--- config.mk ---
export PLATFORM = sky130hd
export DESIGN_NAME = mult_accumulator_flat
export DESIGN_NICKNAME = d
export VERILOG_FILES = /design/src/rtl/multiplier_pkg.sv /design/src/rtl/mult_accumulator_if.sv /design/src/rtl/mult_accumulator.sv /design/src/flat_wrapper.sv
export SDC_FILE = /design/constraint.sdc
export NUM_CORES = 1
export LEC_CHECK = 0
export ABC_CLOCK_PERIOD_IN_PS = 3500
export CAP_MARGIN = 20
export CORE_MARGIN = 5
export CORE_UTILIZATION = 55
export DETAILED_ROUTE_END_ITERATION = 10
export PLACE_DENSITY = 0.77
export SYNTH_ARGS = -nofsm -noshare
export SYNTH_HDL_FRONTEND = slang
export SYNTH_SLANG_ARGS = --single-unit
--- constraint.sdc ---
create_clock -name clk -period 3.5 [get_ports clk]
set_clock_uncertainty 0.05 [all_clocks]
set_input_delay 0.7 -clock clk [delete_from_list [all_inputs] [get_ports clk]]
set_output_delay 0.7 -clock clk [all_outputs]
set_load 0.005 [all_outputs]
--- src/rtl/multiplier_pkg.sv ---
// Shared definitions for the multiplier datapath: default widths and the
// accumulator state encoding used by mult_accumulator.
package multiplier_pkg;

    localparam int PROD_W_DEF = 16;
    localparam int ACC_W_DEF  = 24;
    localparam int CNT_W_DEF  = 8;

    // EMPTY: no beat of the current vector accepted yet (sum/count are zero).
    // ACTIVE: at least one beat accepted, last not yet seen.
    typedef enum logic {
        ACC_EMPTY  = 1'b0,
        ACC_ACTIVE = 1'b1
    } acc_state_e;

endpackage

--- src/rtl/mult_accumulator_if.sv ---
// Product-in / result-out handshake bundle for mult_accumulator.
// slave: the accumulator itself; master: the environment around it.
interface mult_accumulator_if
    import multiplier_pkg::*;
#(
    parameter int PROD_W = PROD_W_DEF,
    parameter int ACC_W  = ACC_W_DEF,
    parameter int CNT_W  = CNT_W_DEF
) ();

    logic              prod_valid_i;
    logic              prod_ready_o;
    logic [PROD_W-1:0] product_i;
    logic              prod_last_i;
    logic              acc_valid_o;
    logic              acc_ready_i;
    logic [ACC_W-1:0]  acc_data_o;
    logic [CNT_W-1:0]  acc_count_o;
    logic              acc_overflow_o;

    modport slave (
        input  prod_valid_i, product_i, prod_last_i, acc_ready_i,
        output prod_ready_o, acc_valid_o, acc_data_o, acc_count_o, acc_overflow_o
    );

    modport master (
        output prod_valid_i, product_i, prod_last_i, acc_ready_i,
        input  prod_ready_o, acc_valid_o, acc_data_o, acc_count_o, acc_overflow_o
    );

endinterface

--- src/rtl/mult_accumulator.sv ---
// mult_accumulator: sums the product stream one vector (delimited by last)
// at a time and hands each vector's sum, beat count and overflow flag to a
// single-entry result slot, so the next vector can accumulate while the
// previous result waits for the consumer.
// Optional feature macro MULT_ACC_SAT_EN: when defined, the running sum
// saturates at all-ones on carry instead of wrapping. Overflow is reported
// either way.
module mult_accumulator
    import multiplier_pkg::*;
#(
    parameter int PROD_W = PROD_W_DEF,
    parameter int ACC_W  = ACC_W_DEF,
    parameter int CNT_W  = CNT_W_DEF
) (
    input  logic               clk,
    input  logic               rst,
    mult_accumulator_if.slave  bus
);

    acc_state_e       state_q, state_d;
    logic [ACC_W-1:0] sum_q, sum_d;
    logic [CNT_W-1:0] cnt_q, cnt_d;
    logic             ovf_q, ovf_d;

    logic             slot_valid_q, slot_valid_d;
    logic [ACC_W-1:0] slot_data_q, slot_data_d;
    logic [CNT_W-1:0] slot_count_q, slot_count_d;
    logic             slot_ovf_q, slot_ovf_d;

    logic             prod_ready;
    logic             accept;
    logic [ACC_W-1:0] base_sum;
    logic [CNT_W-1:0] base_cnt;
    logic             base_ovf;
    logic [ACC_W:0]   sum_ext;
    logic             carry;
    logic [ACC_W-1:0] sum_beat;
    logic [CNT_W-1:0] cnt_beat;
    logic             ovf_beat;

    // Handshake and per-beat arithmetic: what the vector totals become if this beat is taken.
    always_comb begin
        // Only a last beat can be stalled, and only when the slot is full and not draining.
        prod_ready = !(bus.prod_last_i && slot_valid_q && !bus.acc_ready_i);
        accept     = bus.prod_valid_i && prod_ready;

        if (state_q == ACC_EMPTY) begin
            base_sum = {ACC_W{1'b0}};
            base_cnt = {CNT_W{1'b0}};
            base_ovf = 1'b0;
        end else begin
            base_sum = sum_q;
            base_cnt = cnt_q;
            base_ovf = ovf_q;
        end

        sum_ext = {1'b0, base_sum} + {{(ACC_W + 1 - PROD_W){1'b0}}, bus.product_i};
        carry   = sum_ext[ACC_W];
`ifdef MULT_ACC_SAT_EN
        // Once saturated, any further nonzero product carries again, so the sum stays pinned.
        if (carry) begin
            sum_beat = {ACC_W{1'b1}};
        end else begin
            sum_beat = sum_ext[ACC_W-1:0];
        end
`else
        sum_beat = sum_ext[ACC_W-1:0];
`endif
        if (&base_cnt) begin
            cnt_beat = base_cnt;
        end else begin
            cnt_beat = base_cnt + CNT_W'(1);
        end
        ovf_beat = base_ovf | carry;
    end

    // Accumulator FSM next-state and running totals.
    always_comb begin
        state_d = state_q;
        sum_d   = sum_q;
        cnt_d   = cnt_q;
        ovf_d   = ovf_q;
        case (state_q)
            ACC_EMPTY, ACC_ACTIVE: begin
                if (accept && bus.prod_last_i) begin
                    state_d = ACC_EMPTY;
                end else if (accept) begin
                    state_d = ACC_ACTIVE;
                end else begin
                    state_d = state_q;
                end
            end
            default: state_d = ACC_EMPTY;
        endcase

        if (accept && bus.prod_last_i) begin
            // Totals move to the slot; the next vector starts from zero.
            sum_d = {ACC_W{1'b0}};
            cnt_d = {CNT_W{1'b0}};
            ovf_d = 1'b0;
        end else if (accept) begin
            sum_d = sum_beat;
            cnt_d = cnt_beat;
            ovf_d = ovf_beat;
        end else begin
            sum_d = sum_q;
            cnt_d = cnt_q;
            ovf_d = ovf_q;
        end
    end

    // Result slot: load on last beat (wins over a same-edge drain), clear on handshake, else hold.
    always_comb begin
        slot_valid_d = slot_valid_q;
        slot_data_d  = slot_data_q;
        slot_count_d = slot_count_q;
        slot_ovf_d   = slot_ovf_q;
        if (accept && bus.prod_last_i) begin
            slot_valid_d = 1'b1;
            slot_data_d  = sum_beat;
            slot_count_d = cnt_beat;
            slot_ovf_d   = ovf_beat;
        end else if (slot_valid_q && bus.acc_ready_i) begin
            slot_valid_d = 1'b0;
        end else begin
            slot_valid_d = slot_valid_q;
        end
    end

    // State, accumulator and slot registers; reset drops any partial vector and held result.
    always_ff @(posedge clk or negedge rst) begin
        if (!rst) begin
            state_q      <= ACC_EMPTY;
            sum_q        <= {ACC_W{1'b0}};
            cnt_q        <= {CNT_W{1'b0}};
            ovf_q        <= 1'b0;
            slot_valid_q <= 1'b0;
            slot_data_q  <= {ACC_W{1'b0}};
            slot_count_q <= {CNT_W{1'b0}};
            slot_ovf_q   <= 1'b0;
        end else begin
            state_q      <= state_d;
            sum_q        <= sum_d;
            cnt_q        <= cnt_d;
            ovf_q        <= ovf_d;
            slot_valid_q <= slot_valid_d;
            slot_data_q  <= slot_data_d;
            slot_count_q <= slot_count_d;
            slot_ovf_q   <= slot_ovf_d;
        end
    end

    assign bus.prod_ready_o   = prod_ready;
    assign bus.acc_valid_o    = slot_valid_q;
    assign bus.acc_data_o     = slot_data_q;
    assign bus.acc_count_o    = slot_count_q;
    assign bus.acc_overflow_o = slot_ovf_q;

endmodule

--- src/flat_wrapper.sv ---
// flat-port wrapper written by rule: the top's interface ports become plain ports
module mult_accumulator_flat import multiplier_pkg::*;
#(
    parameter int PROD_W = PROD_W_DEF,
    parameter int ACC_W  = ACC_W_DEF,
    parameter int CNT_W  = CNT_W_DEF
)
  (clk, rst, bus_prod_valid_i, bus_product_i, bus_prod_last_i, bus_acc_ready_i, bus_prod_ready_o, bus_acc_valid_o, bus_acc_data_o, bus_acc_count_o, bus_acc_overflow_o);
  mult_accumulator_if #(.PROD_W(PROD_W), .ACC_W(ACC_W), .CNT_W(CNT_W)) bus_i ();
  input  logic clk;
  input  logic rst;
  input wire logic [$bits(bus_i.prod_valid_i)-1:0] bus_prod_valid_i;
  input wire logic [$bits(bus_i.product_i)-1:0] bus_product_i;
  input wire logic [$bits(bus_i.prod_last_i)-1:0] bus_prod_last_i;
  input wire logic [$bits(bus_i.acc_ready_i)-1:0] bus_acc_ready_i;
  output wire logic [$bits(bus_i.prod_ready_o)-1:0] bus_prod_ready_o;
  output wire logic [$bits(bus_i.acc_valid_o)-1:0] bus_acc_valid_o;
  output wire logic [$bits(bus_i.acc_data_o)-1:0] bus_acc_data_o;
  output wire logic [$bits(bus_i.acc_count_o)-1:0] bus_acc_count_o;
  output wire logic [$bits(bus_i.acc_overflow_o)-1:0] bus_acc_overflow_o;
  assign bus_i.prod_valid_i = bus_prod_valid_i;
  assign bus_i.product_i = bus_product_i;
  assign bus_i.prod_last_i = bus_prod_last_i;
  assign bus_i.acc_ready_i = bus_acc_ready_i;
  assign bus_prod_ready_o = bus_i.prod_ready_o;
  assign bus_acc_valid_o = bus_i.acc_valid_o;
  assign bus_acc_data_o = bus_i.acc_data_o;
  assign bus_acc_count_o = bus_i.acc_count_o;
  assign bus_acc_overflow_o = bus_i.acc_overflow_o;
  mult_accumulator #(.PROD_W(PROD_W), .ACC_W(ACC_W), .CNT_W(CNT_W)) u_core (.clk(clk), .rst(rst), .bus(bus_i));
endmodule
======== Word-level counts from Yosys, hierarchy flattened ========
Index checks and enable logic that the tools add are counted.
operators by class
  reduce and logical (&&, ||, !) cells .... 10
  muxes and demuxes ....................... 14
  add/subtract/negate cells ............... 2
  bitwise gates (word level) .............. 1
operator list
  kind                   count
  $mux W24               3
  $mux W8                4
  $add A24 B16 Y25       1
  $add A8 B1 Y8 const B  1
  $reduce_and A8 Y1      1
  $mux W1                7
  $logic_and A1 B1 Y1    5
  $reduce_bool A2 Y1     2
  $logic_not A1 Y1       2
  $or A1 B1 Y1           1
word-level totals
  register bits ........................... 68
  input port bits ......................... 21
  output and inout port bits .............. 35
  word-level logic and storage cells ...... 35

======== Logic depth before layout (Yosys ltp) ========
  depth after elaboration ................. 6
  mapped depth ............................ 13
  depth with buffers taken out ............ 10

======== Worst setup path before layout ========
OpenSTA, ideal clock, no wires.
  kind .................................... reg2reg
  start ................................... reg u_core.state_q
  end ..................................... reg u_core.slot_data_q[10] (netlist: u_core.bus.acc_data_o[10])
  setup time .............................. 0.125 ns
  stages on the path, launching flop included .. 14
  period minus slack after synthesis ...... 3.019 ns
  buffers on the path ..................... 3
  data required time ...................... 3.325 ns
  arrival ................................. 2.845 ns
  slack ................................... 0.481 ns
  cells stage by stage .................... dfrtp_1 buf_2 buf_1 clkbuf_1 and2_1 ha_1 fa_1 a21o_2 a31o_4 a21oi_1 o21ba_1 o21ai_1 xnor2_1 mux2_2
between the ends
  word-level cells in the longest chain between the ends .. 2
RTL lines
  what                    line                     RTL
  start, declared         mult_accumulator.sv:20   acc_state_e state_q, state_d;
  start signal, assigned  mult_accumulator.sv:142  state_q <= state_d;
  $mux W24                mult_accumulator.sv:47   if (state_q == ACC_EMPTY) begin
  $add A24 B16 Y25        mult_accumulator.sv:57   sum_ext = {1'b0, base_sum} + {{(ACC_W + 1 - PROD_W){1'b0}}, bus.product_i};
  end signal, assigned    mult_accumulator.sv:138  slot_data_q <= {ACC_W{1'b0}};
  end signal, assigned    mult_accumulator.sv:147  slot_data_q <= slot_data_d;
  end, declared           mult_accumulator.sv:26   logic [ACC_W-1:0] slot_data_q, slot_data_d;
Every way passes these cells.
A chain may end at the register's enable or synchronous reset.

======== Final worst setup path ========
  start ................................... in bus_product_i[0]
  end ..................................... reg u_core.slot_data_q[16] (netlist: u_core.bus.acc_data_o[16])
between the ends
  word-level cells in the longest chain between the ends .. 1
RTL lines
  what              line                    RTL
  start, declared   flat_wrapper.sv:13      input wire logic [$bits(bus_i.product_i)-1:0] bus_product_i;
  $add A24 B16 Y25  mult_accumulator.sv:57
Every way passes these cells.

==> flow_metrics.py <==
metrics = {
    "clock_network": {
        "cts_buffers": 9,
        "ctsHoldBuffers": 0,
        "clk_latency_ps": 340,
        "cts_num_sinks": 68,
        "root_buffer": "clkbuf_8",
        "cts_tree": "yes",
        "htreeDepth": 3,
        "clockBufferDepth": 2,
        "cts_setup_buffers": 0,
        "cts_resized": 0,
        "clk_pin_slew_ps": 70,
    },
    "worst_setup_path": {
        "criticalPathCategory": "in -> reg",
        "end_kind": "flip-flop",
        "required_ps": 3690,
        "crit_path_max_fanout": 4,
        "startpoint_type": "input port",
        "worst_ep_arrival_time_ps": 3110,
    },
    "synth": {
        "avgSynthCellArea_um2": 9.07,
        "synth-seq-cells": 68,
        "synth_cells": 435,
        "ys.flop_type": "dfrtp_1",
        "async_reset_ff_frac": 1.00,
        "synthesis.nets": 474,
        "yosys_warnings": 0,
        "syn_area_um2": 3950,
        "ys_seq_area_frac": 0.431,
        "ys_types": 51,
        "synth_edf_count": 0,
    },
    "timing": {
        "worstMarginPinSlew_ps": 758,
        "fin_hold_ws_ps": 366,
        "rsz0062_at_grt": "no",
        "fin_setup_tns_ps": 0,
        "hold_violations": 0,
        "max_freq_mhz": 342,
        "setup_viol": 0,
        "fin_ws_ps": 574,
        "relSlewSlack": 0.495,
        "fin_crit_sh": 0.836,
        "layout_min_cycle_time_ps": 2930,
        "maxSlewViolCount": 0,
    },
    "layout": {
        "fin_nets": 531,
        "diodes": 0,
        "syn2layout_area_growth_pct": 21.8,
        "drive_gt1_frac": 0.0968,
        "post-route-util": 0.696,
    },
    "die": {
        "die_w_um": 94.7,
        "core-area_um2": 6910,
        "dieArea_um2": 8970,
        "top_level_ports": 56,
        "die_height_um": 94.7,
        "initial_core_util": 0.571,
        "num_rows": 30,
    },
    "drt": {
        "wirelength_um": 9280,
        "first_iter_violations": 181,
        "detail-route-antenna-nets": 0,
        "drc": 0,
        "firstDrtPassIters": 4,
        "vias": 3337,
        "vias_per_cell": 5.64,
        "wire_per_inst_um": 15.7,
    },
    "power": {
        "total_power_mw": 2.39,
        "cellLeakagePower_nw": 2.11,
        "power_density_nw_per_um2": 497,
        "irDropWorstVdd_v": 0.000344,
    },
    "job": {
        "drv_cap": 0,
    },
    "global_routing": {
        "grt_overflow": 0,
        "grt_pass1_vias": 3406,
        "grt_max_degree": 38,
        "grtUsageTotal": 0.228,
        "antenna_found_initial": 0,
        "grt_pass1_wl_um": 16000,
    },
    "place": {
        "pre_cts_slack_ps": 217,
        "gp_congestion": 0.893,
        "io_buffers": 55,
        "post-dp-hpwl_um": 6780,
    },
    "run_status": {
        "run_status": "complete, no violations",
    },
    "hold_path": {
        "hold_class": "in -> async",
    },
}
-- critical path: stages --
cell and delay [ps]:
clkdlybuf4s50_1 430, ha_1 240, fa_1 410, a21o_2 260, a31o_4 270, nand2_1 80
o31ai_1 110, a31oi_1 230, xor2_1 120, mux2_2 270
-- cell families (layout without fill, tap and decap cells) --
logic type | Yosys count | in the layout | synth area share
and+or+nand+nor | 163 | 163 | 0.189
AOI/OAI and AO/OA | 117 | 117 | 0.196
DFF | 68 | 68 | 0.431
buffers and inverters | 31 | 92 | 0.0327
xor gates and xnor gates | 27 | 27 | 0.0599
adders and majority gates | 18 | 18 | 0.0590
muxes | 11 | 11 | 0.0320
-- path summary, 6_finish.rpt --
path,end,start,cells after the start,slack [ps]
min in group clk,u_core.sum_q[0],u_core.sum_q[0],2,420
worst max-delay path,u_core.bus.acc_data_o[16],bus_product_i[0],10,570
worst max register to register,u_core.bus.acc_data_o[16],u_core.state_q,10,600
max in group asynchronous,u_core.sum_q[16],rst,2,2380
worst min-delay path,u_core.sum_q[2],rst,1,370
worst min register to register,u_core.sum_q[0],u_core.sum_q[0],2,420
-- power by group --
part	leakage, nW	switching [mW]	internal [mW]	total, mW
clock	0.0894	0.301	0.326	0.626
sequential	0.888	0.0739	0.915	0.989
combinational	1.13	0.372	0.402	0.774
total	2.11	0.747	1.64	2.39
-- placed cells by master (no fill, tap or decap), drive strengths merged, types with 2 or more instances in the layout --
cell type	n
ha	17
nand3b	3
clkbuf	11
nand4	4
clkdlybuf4s50	54
nor2b	4
xor2	10
a21o	2
a31o	2
nand2	83
nor3	4
clkinv	2
a21oi	30
o21ai	36
mux2	10
a22o	14
o22ai	4
nand3	12
and2	20
o21ba	2
a31oi	6
o21a	2
a32o	2
dfrtp	68
buf	13
and3	4
nand2b	3
nor2	25
xnor2	17
o31ai	8
a211oi	2
inv	10
o22a	2
-- sequential cells by signal, indices dropped and copies added, names as in the netlist --
signal and flops:
u_core.bus.acc_count_o 8, u_core.bus.acc_data_o 24, u_core.bus.acc_overflow_o 1, u_core.bus.acc_valid_o 1, u_core.cnt_q 8, u_core.ovf_q 1
u_core.state_q 1, u_core.sum_q 24
-- metrics by stage --
stage | instances | instance area, um2
2_1_floorplan | 435 | 3950
3_3_place_gp | 577 | 4620
3_5_place_dp | 577 | 4620
4_1_cts | 592 | 4810
5_1_grt | 592 | 4810
6_report | 592 | 4810
-- synth_stat cells, types with 2 or more instances --
master	n	area [um2]
o22ai_1	4	25.0
o21a_1	2	15.0
a31oi_1	6	37.5
a21oi_2	2	17.5
nor3_1	4	20.0
clkbuf_1	14	52.6
and2_1	20	125
inv_1	10	37.5
nand4_1	3	18.8
buf_2	4	20.0
nor2_1	25	93.8
nand3_1	12	60.1
and3_1	4	25.0
a21oi_1	28	140
o21ai_1	10	50.1
xnor2_1	17	149
o22a_1	2	17.5
xor2_1	10	87.6
ha_1	17	213
mux2_2	9	101
nand3b_1	3	22.5
nand2_1	82	308
o21ai_0	25	125
nand2b_1	3	18.8
a22o_1	14	123
dfrtp_1	68	1700
nor2b_1	4	25.0
a211oi_1	2	15.0
a32o_1	2	20.0
o31ai_1	7	52.6
buf_1	2	7.51
-- per-layer routing --
layer	global-route usage	up-vias	share of wire
met4	0.0673	0	0.015
met2	0.370	90	0.48
li1	-	1638	-
met5	0	-	0
met3	0.0653	18	0.056
met1	0.296	1591	0.45
-- cell type report --
class / count / area, um2
Fill cell: 559 / 2100
Multi-Input combinational cell: 336 / 2120
Sequential cell: 68 / 1700
Clock buffer: 11 / 131
Timing Repair Buffer: 67 / 648
Clock inverter: 4 / 51.3
Tap cell: 96 / 120
Inverter: 10 / 37.5
Power figures use the tool's default switching activity.
==> RTL edit (same settings) <==
Set the package constant `ACC_W_DEF` to 48 (it was 24).
--- a/src/rtl/multiplier_pkg.sv
+++ b/src/rtl/multiplier_pkg.sv
@@ -3,7 +3,7 @@
 package multiplier_pkg;
 
     localparam int PROD_W_DEF = 16;
-    localparam int ACC_W_DEF  = 24;
+    localparam int ACC_W_DEF  = 48;
     localparam int CNT_W_DEF  = 8;
 
     // EMPTY: no beat of the current vector accepted yet (sum/count are zero).
Interface: changed (resized bus_acc_data_o); port bits go from 56 to 80. The function was not compared with the original's and may differ.
==> RTL edit against the unedited design <==
Worst setup slack worse by 0.10 ns. Cell area is 72% higher. Clock power grew to 2.7 times the old value. Synthesized area is 68% higher. Total power is 71% higher. Sequential cell count is 48 higher. Register-to-register slack worse by 0.13 ns. Routed wire length is 94% higher. Critical endpoint is now u_core.sum_q[45]. Largest cell class unchanged.
==> RTL edit: results <==
[synthesis]
syn-num-nets = 798
ys_seq_area_share_pct = 43.78
netlist_instances = 759
yosys-top-cells-area = "dfrtp_1 44%, nand2_1 8.4%, o21ai_0 6.7%"

[routing]
viasPerCell = 6.003
vias = 6039
dr.pass1.iters = 5
wl_met2_um = 8658
wl_met1_um = 7668
routedWlPerCell_um = 17.87
wl_met3_um = 1347

[critical_path]
startpoint = "u_core.state_q"
cp_max_fo = 18
reg2reg_slack_ns = 0.47
r2r-end = "u_core.sum_q[45]"
arrival_ns = 3.34
crit_path_end = "u_core.sum_q[45]"

[grt]
grt_pass1_wl_um = 30370
grtUsageTotal_pct = 26.38
grt_start_max_net_pins = 70
grt_pass1_vias = 6124
grt_util_met1_pct = 34.46
use_met2_pct = 42.76

[place]
io_buffers = 79
placed_area_um2 = 7684
dp.cells = 974
hpwl_um = 12610

[clock_tree]
insertion_delay_ns = 0.43
cts_max_level = 4
cts_root_buffer = "clkbuf_16"

[layout]
nFillCells = 976

[outcome]
status = "finished, final reports clean"

[power]
switching_share_pct = 27.72
power_frac_clock_pct = 41.5
ir_worst_vdd_mv = 0.3784
power_density_nw_per_um2 = 493.9

[timing]
relSlewSlack_pct = 53.83
RTL edit: critical path: stages (launching register included):
cell and delay [ns]:
dfrtp_2 0.52, and2_1 0.19, ha_1 0.35, a21o_1 0.23, a21oi_1 0.28, nor4b_1 0.47, a22oi_1 0.14, buf_4 0.23
nand4_1 0.17, mux2i_1 0.23, a21o_1 0.10
RTL edit: per-stage QoR:
| step | total power, W | worst slack (ns) | hold slack (ns) |
|---|---|---|---|
| 6_report | 0.004077 | 0.4711 | 0.2409 |
| 5_1_grt | 0.004259 | 0.2440 | 0.3156 |
| 4_1_cts | 0.004092 | 0.4725 | 0.2729 |
| 3_5_place_dp | 0.002399 | 0.1129 | 0.4054 |
| 3_3_place_gp | 0.002371 | 0.1360 | 0.3939 |
| 2_1_floorplan | 0.002026 | 0.04885 | 0.3544 |
RTL edit: power by group through the flow:
stage	combinational (W)	sequential, W	clock, W
after floorplan	0.000465	0.00156	0
final	0.000834	0.00155	0.00169
after global routing	0.000924	0.00157	0.00177
after detailed placement	0.000828	0.00157	0
after global placement	0.000808	0.00156	0
after CTS	0.000840	0.00155	0.00170
RTL edit: kinds of logic (layout without fill, tap and decap cells):
family	Yosys count	count (layout)	share of synthesized area, %
XOR/XNOR	50	50	6.605
AND/OR/NAND/NOR	288	288	20.80
buffers and inverters	65	165	3.850
adder cells (fa/ha/maj)	18	18	3.510
multiplexers	11	11	1.793
flip-flops	116	116	43.78
AO/OA/AOI/OAI	211	211	19.66
RTL edit: cell type report:
class | instances | area share, %
well taps | 147 | 2.228
flip-flops and latches | 116 | 35.18
clock inverters | 10 | 1.303
repair buffers | 109 | 12.43
inverters | 24 | 1.091
clock buffers | 22 | 5.623
multi-input cells | 578 | 42.15
